File: config.mk
export PLATFORM = sky130hd
export DESIGN_NAME = s2mm_st_packetizer
export DESIGN_NICKNAME = d
export VERILOG_FILES = /design/src/rtl/s2mm_st_packetizer.sv
export SDC_FILE = /design/constraint.sdc
export NUM_CORES = 1
export LEC_CHECK = 0
export ABC_AREA = 1
export ABC_CLOCK_PERIOD_IN_PS = 2900
export CORE_MARGIN = 2
export CORE_UTILIZATION = 54
export CTS_CLUSTER_SIZE = 30
export DETAILED_ROUTE_END_ITERATION = 16
export GPL_TIMING_DRIVEN = 0
export MAX_ROUTING_LAYER = met4
export PLACE_DENSITY_LB_ADDON = 0.15
export SKIP_LAST_GASP = 1
export SLEW_MARGIN = 30
export SYNTH_ARGS = -nofsm -noshare
export SYNTH_HDL_FRONTEND = slang
export SYNTH_SLANG_ARGS = --single-unit
File: constraint.sdc
create_clock -name clk -period 2.9 [get_ports clk]
set_input_delay 0.725 -clock clk [delete_from_list [all_inputs] [get_ports clk]]
set_output_delay 0.725 -clock clk [all_outputs]
set_load 0.005 [all_outputs]
File: src/rtl/s2mm_st_packetizer.sv
// Frames a 32-bit word stream (upstream or internal counter) into fixed-length
// Avalon-ST packets with SOP/EOP for the mSGDMA S2MM sink; counts finished packets.
module s2mm_st_packetizer #(
   parameter int DATA_WIDTH = 32,
   parameter int LEN_WIDTH  = 16
) (
   input  logic                  clk,
   input  logic                  reset_n,
   input  logic                  cfg_enable,
   input  logic [LEN_WIDTH-1:0]  cfg_pkt_len,
   input  logic                  cfg_pattern,
   input  logic [DATA_WIDTH-1:0] s_tdata,
   input  logic                  s_tvalid,
   output logic                  s_tready,
   output logic [DATA_WIDTH-1:0] src_data,
   output logic                  src_valid,
   input  logic                  src_ready,
   output logic                  src_startofpacket,
   output logic                  src_endofpacket,
   output logic [31:0]           pkt_count,
   output logic                  busy
);

   localparam logic [1:0] ST_IDLE  = 2'd0;
   localparam logic [1:0] ST_RUN   = 2'd1;
   localparam logic [1:0] ST_FLUSH = 2'd2;

   logic [1:0]            state_q, state_d;
   logic [LEN_WIDTH-1:0]  len_q, len_d;
   logic                  mode_q, mode_d;
   logic [LEN_WIDTH-1:0]  beat_cnt_q, beat_cnt_d;
   logic [31:0]           pat_q, pat_d;
   logic [DATA_WIDTH-1:0] data_q, data_d;
   logic                  valid_q, valid_d;
   logic                  sop_q, sop_d;
   logic                  eop_q, eop_d;
   logic [31:0]           pkt_q, pkt_d;

   logic load_ok;
   logic start_ok;
   logic in_run;
   logic produce;
   logic last_beat;
   logic accept_eop;

   assign load_ok    = ~valid_q | src_ready;
   assign start_ok   = cfg_enable & (cfg_pkt_len != '0);
   assign in_run     = (state_q == ST_RUN);
   // Pattern mode always has a word ready; forward mode waits on upstream.
   assign produce    = in_run & load_ok & (mode_q | s_tvalid);
   assign last_beat  = (beat_cnt_q == (len_q - LEN_WIDTH'(1)));
   assign accept_eop = valid_q & src_ready & eop_q;

   always_comb begin
      state_d    = state_q;
      len_d      = len_q;
      mode_d     = mode_q;
      beat_cnt_d = beat_cnt_q;
      pat_d      = pat_q;
      data_d     = data_q;
      valid_d    = valid_q;
      sop_d      = sop_q;
      eop_d      = eop_q;
      pkt_d      = pkt_q;

      if (load_ok) begin
         valid_d = 1'b0;
         sop_d   = 1'b0;
         eop_d   = 1'b0;
      end

      if (accept_eop) begin
         pkt_d = pkt_q + 32'd1;
      end

      case (state_q)
         ST_IDLE: begin
            if (start_ok) begin
               state_d    = ST_RUN;
               len_d      = cfg_pkt_len;
               mode_d     = cfg_pattern;
               beat_cnt_d = '0;
            end
         end
         ST_RUN: begin
            if (produce) begin
               valid_d = 1'b1;
               data_d  = mode_q ? DATA_WIDTH'(pat_q) : s_tdata;
               sop_d   = (beat_cnt_q == '0);
               eop_d   = last_beat;
               if (mode_q) begin
                  pat_d = pat_q + 32'd1;
               end
               if (last_beat) begin
                  beat_cnt_d = '0;
                  // Back-to-back packets re-sample the configuration at the boundary.
                  if (start_ok) begin
                     len_d  = cfg_pkt_len;
                     mode_d = cfg_pattern;
                  end else begin
                     state_d = ST_FLUSH;
                  end
               end else begin
                  beat_cnt_d = beat_cnt_q + LEN_WIDTH'(1);
               end
            end
         end
         ST_FLUSH: begin
            if (accept_eop) begin
               state_d = ST_IDLE;
            end
         end
         default: state_d = ST_IDLE;
      endcase
   end

   always_ff @(posedge clk or negedge reset_n) begin
      if (!reset_n) begin
         state_q    <= ST_IDLE;
         len_q      <= '0;
         mode_q     <= 1'b0;
         beat_cnt_q <= '0;
         pat_q      <= '0;
         data_q     <= '0;
         valid_q    <= 1'b0;
         sop_q      <= 1'b0;
         eop_q      <= 1'b0;
         pkt_q      <= '0;
      end else begin
         state_q    <= state_d;
         len_q      <= len_d;
         mode_q     <= mode_d;
         beat_cnt_q <= beat_cnt_d;
         pat_q      <= pat_d;
         data_q     <= data_d;
         valid_q    <= valid_d;
         sop_q      <= sop_d;
         eop_q      <= eop_d;
         pkt_q      <= pkt_d;
      end
   end

   assign s_tready          = load_ok & in_run & ~mode_q;
   assign src_data          = data_q;
   assign src_valid         = valid_q;
   assign src_startofpacket = sop_q;
   assign src_endofpacket   = eop_q;
   assign pkt_count         = pkt_q;
   assign busy              = (state_q != ST_IDLE);

endmodule

==> out/qor.yml, run 1 <==
cts_buffers: 17
syn_inst: 922
num_antenna_cells: 0
p_int_w: 0.00499
critPathMaxFanout: 10
synthesis.nets: 981
setup_ws_ps: 134
reg2reg_to: "beat_cnt_q[5]"
ys_seq_area_share_pct: 45.0
rsz0062_at_grt: "no"
crit_type: "in2reg"
p_sw_w: 0.00304
power_w: 0.00804
swShare_pct: 37.9
reg2reg_depth: 14
finalSetupTns_ps: 0
slew_violations: 0
avgSynthCellArea_um2: 8.09
hold_violations: 0
end_kind: "flop"
cts_tree: "built"
clockBufferDepth: 2
p_leak_nw: 4.63
synth-edff-count: 0
status: "completed"
root_buffer: "clkbuf_16"
clk_pin_slew_ps: 60
num-nets-final: 1123
start_kind: "input pin"
reg2reg_slack_ps: 410
post_synth_num_cell_types: 41
relSlewSlack_pct: 55.9
drt-total-wl_mm: 18.9
drv_cap: 0
r2r_start: "len_q[0]"
ios: 123
wl_per_cell_um: 15.1
gp_congestion: 0.920
min_period_ps: 2770
syn_to_final_growth_pct: 28.2
critPathRequiredTime_ps: 3160
drive_gt1_share_pct: 9.57
postPlaceCellArea_mm2: 0.00893
synth_ff_type: "dfrtp_1"
clk_latency_ps: 420
drt-initial-drc-count: 479
grt-ovfl-total: 0
p_clk_share_pct: 28.6
worst_pin_slew_ps: 661
die-area_mm2: 0.0148
portBuffers: 122
crit_path_max_incr_delay_ps: 580
cpMaxStageDelayCell: "buf_1"
path_cells: "clkdlybuf4s50_1 -> nor2_1 -> nor2_4 -> o21ai_2 -> clkbuf_1 -> buf_1 -> o21ai_0"
initial_core_util_pct: 55.9
yosys_warnings: 0
rows: 42
holdCritPathClass: "in2async"
grt_pass1_wl_mm: 31.5
route.detailed.drc: 0
ant_nets: 0
vdd_drop_max_mv: 0.505
grt_pass1_vias: 6539
ys_async_sr_fraction_pct: 100
arrival_ps: 3020
finClkSkew_ps: 7.08
hpwl_mm: 14.1
synth.cell_area_mm2: 0.00746
core-area_mm2: 0.0133
viasPerCell: 5.35
sequentialPowerShare_pct: 33.1
fillers: 1078
pwr-share-comb_pct: 38.3
power.density_mw_per_mm2: 841
cts_htree_levels: 4
fmaxAchievable_ghz: 0.362
num_vias: 6701
die_w_um: 122
antenna_found_initial: 0
final_cell_area_mm2: 0.00956
mostFrequentLayoutCell: "nand2_1"
grt_max_degree: 73
drt_pass1_iterations: 5
fin_crit_sh_pct: 95.4
grtUsageTotal_pct: 28.0
die_height_um: 122
finalSetupViolations: 0
clock_sinks: 134
layout_common_cells: "249 x nand2_1, 134 x dfrtp_1, 120 x clkdlybuf4s50_1, 91 x nor2_1, 86 x inv_1"
place_worst_setup_slack_ps: -231
ys_ff_latch: 134
whs_ps: 259
## state kept, by name (all words and copies together), names as in the netlist
signal	flops
len_q	16
state_q	2
pat_q	32
src_endofpacket	1
src_valid	1
src_data	32
beat_cnt_q	16
src_startofpacket	1
mode_q	1
pkt_count	32
## Yosys cell counts, types with 2 or more instances
| library cell | n | share of area [%] |
|---|---|---|
| nand2_4 | 5 | 0.75 |
| o21ai_2 | 2 | 0.23 |
| buf_2 | 5 | 0.34 |
| nand4_1 | 25 | 2.1 |
| xnor2_1 | 21 | 2.5 |
| buf_1 | 2 | 0.10 |
| nor3_4 | 3 | 0.65 |
| clkbuf_1 | 12 | 0.60 |
| inv_1 | 86 | 4.3 |
| o21ai_0 | 42 | 2.8 |
| xor2_1 | 56 | 6.6 |
| dfrtp_1 | 134 | 45 |
| nor3_2 | 5 | 0.67 |
| nand2_1 | 249 | 13 |
| nor2_1 | 91 | 4.6 |
| clkbuf_2 | 2 | 0.13 |
| a21oi_1 | 12 | 0.81 |
| nand3b_1 | 5 | 0.50 |
| o31ai_1 | 14 | 1.4 |
| nor4_1 | 10 | 0.84 |
| nand4_2 | 2 | 0.34 |
| nor3_1 | 22 | 1.5 |
| ha_1 | 5 | 0.84 |
| nor2_4 | 12 | 1.8 |
| buf_4 | 3 | 0.30 |
| nand2_2 | 10 | 0.84 |
| nor2_2 | 8 | 0.67 |
| nand3_1 | 60 | 4.0 |
| nand3_2 | 4 | 0.54 |
| inv_2 | 4 | 0.20 |
## stage by stage
step	instances	util [%]
2_1_floorplan	922	-
3_3_place_gp	1220	66.7
3_5_place_dp	1221	66.9
4_1_cts	1252	71.6
5_1_grt	1252	71.6
6_report	1252	71.6
## routing by layer
layer / global-route usage (%) / part of all wire [%]
met1: 38.0 / 46
met2: 42.9 / 47
met3: 4.46 / 5.5
met4: 10.1 / 2.1
met5: - / 0
## what timing repair did
| action | 4_1_cts | 5_1_grt |
|---|---|---|
| setup buffers | 0 | 0 |
| endpoints found under the setup margin | 1 | 0 |
| hold buffers | 0 | 0 |
| resized for setup | 1 | 0 |
## worst max-delay path by stage
stage / from / end / slack [ps] / cells past startpoint
finish: src_ready / src_endofpacket / 130 / 7
global placement: reset_n / pkt_count[29] / -4240 / 1
floorplan: len_q[0] / len_q[11] / 820 / 16
CTS: src_ready / src_endofpacket / 200 / 7
detailed placement: src_ready / src_endofpacket / -230 / 7
global route: src_ready / src_endofpacket / 10 / 7
## power groups by stage
| stage | logic [W] | registers, W | clock network (W) |
|---|---|---|---|
| after global routing | 0.00346 | 0.00271 | 0.00241 |
| after floorplan | 0.00190 | 0.00261 | 0 |
| after global placement | 0.00299 | 0.00267 | 0 |
| after detailed placement | 0.00307 | 0.00267 | 0 |
| after CTS | 0.00309 | 0.00265 | 0.00232 |
| final | 0.00308 | 0.00266 | 0.00230 |
## cells by family (layout without fill, tap and decap cells)
family,Yosys count,after routing,synth area share (%)
AO/OA/AOI/OAI,74,74,5.67
flip-flops,134,134,45.0
adder cells (fa/ha/maj),5,5,0.839
AND/OR/NAND/NOR,516,516,33.2
XOR/XNOR,77,77,9.04
multiplexers,1,1,0.151
buffers and inverters,115,269,6.16
## cell type report
type / instances / area [um2] / share of cell area [%]
inverters: 90 / 338 / 3.53
repair buffers: 123 / 1250 / 13.1
plain buffers: 25 / 121 / 1.27
flip-flops and latches: 134 / 3350 / 35.1
clock buffers: 18 / 439 / 4.59
well taps: 176 / 220 / 2.30
multi-input cells: 673 / 3640 / 38.1
clock inverters: 13 / 194 / 2.03
## critical path: cells and delay by family
family / cells / cell delay [ps]
compound gates: 2 / 310
simple gates: 2 / 430
buf+inv: 3 / 1550
No activity file was read; power rests on OpenSTA's default activity.
==> run 2, diff against run 1 <==
--- a/config.mk
+++ b/config.mk
@@ -7,15 +7,17 @@
 export LEC_CHECK = 0
 export ABC_AREA = 1
 export ABC_CLOCK_PERIOD_IN_PS = 2900
+export CELL_PAD_IN_SITES_DETAIL_PLACEMENT = 1
+export CELL_PAD_IN_SITES_GLOBAL_PLACEMENT = 1
 export CORE_MARGIN = 2
-export CORE_UTILIZATION = 54
+export CORE_UTILIZATION = 40
 export CTS_CLUSTER_SIZE = 30
 export DETAILED_ROUTE_END_ITERATION = 16
 export GPL_TIMING_DRIVEN = 0
 export MAX_ROUTING_LAYER = met4
 export PLACE_DENSITY_LB_ADDON = 0.15
 export SKIP_LAST_GASP = 1
-export SLEW_MARGIN = 30
+export SLEW_MARGIN = 25
 export SYNTH_ARGS = -nofsm -noshare
 export SYNTH_HDL_FRONTEND = slang
 export SYNTH_SLANG_ARGS = --single-unit
==> out/qor.yml, run 2 (synthesized netlist as in run 1, its figures left out) <==
drt_pass1_iterations: 4
die_height_um: 141
critPathMaxFanout: 10
holdCritPathClass: "in2async"
initial_core_util_pct: 41.1
grt_pass1_wl_mm: 36.4
vdd_drop_max_mv: 0.485
mostFrequentLayoutCell: "nand2_1"
r2r_start: "len_q[0]"
drive_gt1_share_pct: 9.75
hpwl_mm: 16.8
whs_ps: 273
ios: 123
portBuffers: 122
critPathLaunch: "src_ready"
end_kind: "flop"
postCtsSetupRepairBufs: 0
min_period_ps: 2700
viasPerCell: 5.08
ant_nets: 0
cts_buffers: 17
syn_to_final_growth_pct: 29.0
relSlewSlack_pct: 57.2
clockBufferDepth: 2
seq_area_mm2: 0.00335
fin_crit_sh_pct: 93.1
crit_type: "in2reg"
layout_common_cells: "249 x nand2_1, 134 x dfrtp_1, 120 x clkdlybuf4s50_1, 91 x nor2_1, 86 x inv_1"
num_vias: 6641
wl_per_cell_um: 17.0
route.detailed.drc: 0
utilization_pct: 53.0
cts_hold_buf: 0
cts_htree_levels: 4
antenna_found_initial: 0
start_kind: "input pin"
status: "completed"
clk_pin_slew_ps: 60
clk_latency_ps: 430
final_cell_area_mm2: 0.00962
rows: 49
num-nets-final: 1123
fillers: 2192
drv_cap: 0
postPlaceCellArea_mm2: 0.00900
fmaxAchievable_ghz: 0.370
finalSetupViolations: 0
clock_sinks: 134
arrival_ps: 3020
gp_congestion: 0.889
root_buffer: "clkbuf_16"
grtUsageTotal_pct: 24.3
p_leak_nw: 4.61
die-area_mm2: 0.0198
place_worst_setup_slack_ps: -294
die_w_um: 141
slew_violations: 0
rsz0062_at_grt: "no"
finClkSkew_ps: 10.3
grt-ovfl-total: 0
critPathRequiredTime_ps: 3220
hold_violations: 0
drt-initial-drc-count: 353
core-area_mm2: 0.0181
power.density_mw_per_mm2: 844
grt_pass1_vias: 6923
setup_ws_ps: 199
cts_tree: "built"
grt_max_degree: 73
num_antenna_cells: 0
drt-total-wl_mm: 22.2
worst_pin_slew_ps: 642
multi_input_area_mm2: 0.00364
## run 2: metal layers
| layer | up-vias | track usage (%) | share of wire (%) |
|---|---|---|---|
| met5 | - | - | 0 |
| met4 | 0 | 5.68 | 0.87 |
| met3 | 16 | 3.86 | 2.8 |
| met2 | 107 | 40.7 | 50 |
| met1 | 3251 | 31.1 | 46 |
| li1 | 3267 | - | - |
## run 2: what timing repair did
| item | CTS | global route |
|---|---|---|
| gates resized for setup | 1 | 1 |
| endpoints found under the setup margin | 1 | 1 |
| pin swaps | 0 | 0 |
## run 2: layout make-up
cell class,count,area share (%)
Buffer,25,1.27
Clock inverter,13,1.78
Clock buffer,19,4.71
Tap cell,229,2.98
Inverter,90,3.51
Multi-Input combinational cell,673,37.9
Sequential cell,134,34.9
Timing Repair Buffer,123,13.0
## run 2: path summary, 6_finish.rpt
path                            depth (start not counted)       endpoint  slack, ps
worst min-delay path                                    1  beat_cnt_q[9]        270
worst max-delay path                                    8   src_data[19]        200
worst max register to register                         14  beat_cnt_q[1]        320
min in group clk                                        1      pat_q[15]        470
max in group asynchronous                               2      pat_q[11]       1910
worst min register to register                          1      pat_q[15]        470
## run 2: worst max-delay path: stages
cell and delay (ps):
clkdlybuf4s50_1 480, nor2_1 350, nor2_4 80, o21ai_2 100
clkbuf_1 520, clkbuf_1 530, nand2_1 120, o31ai_1 100
## run 2: metrics by stage
stage	instances	setup TNS [ps]	total power [W]
global route	1306	0	0.00867
floorplan	922	0	0.00451
CTS	1306	0	0.00819
global placement	1273	-617100	0.00578
finish	1306	0	0.00812
detailed placement	1274	-7490	0.00588
## run 2: power breakdown
part	switching (W)	internal, W	leakage (nW)
combinational	0.00191	0.00125	2.64
clock	0.000876	0.00141	0.289
sequential	0.000402	0.00228	1.68
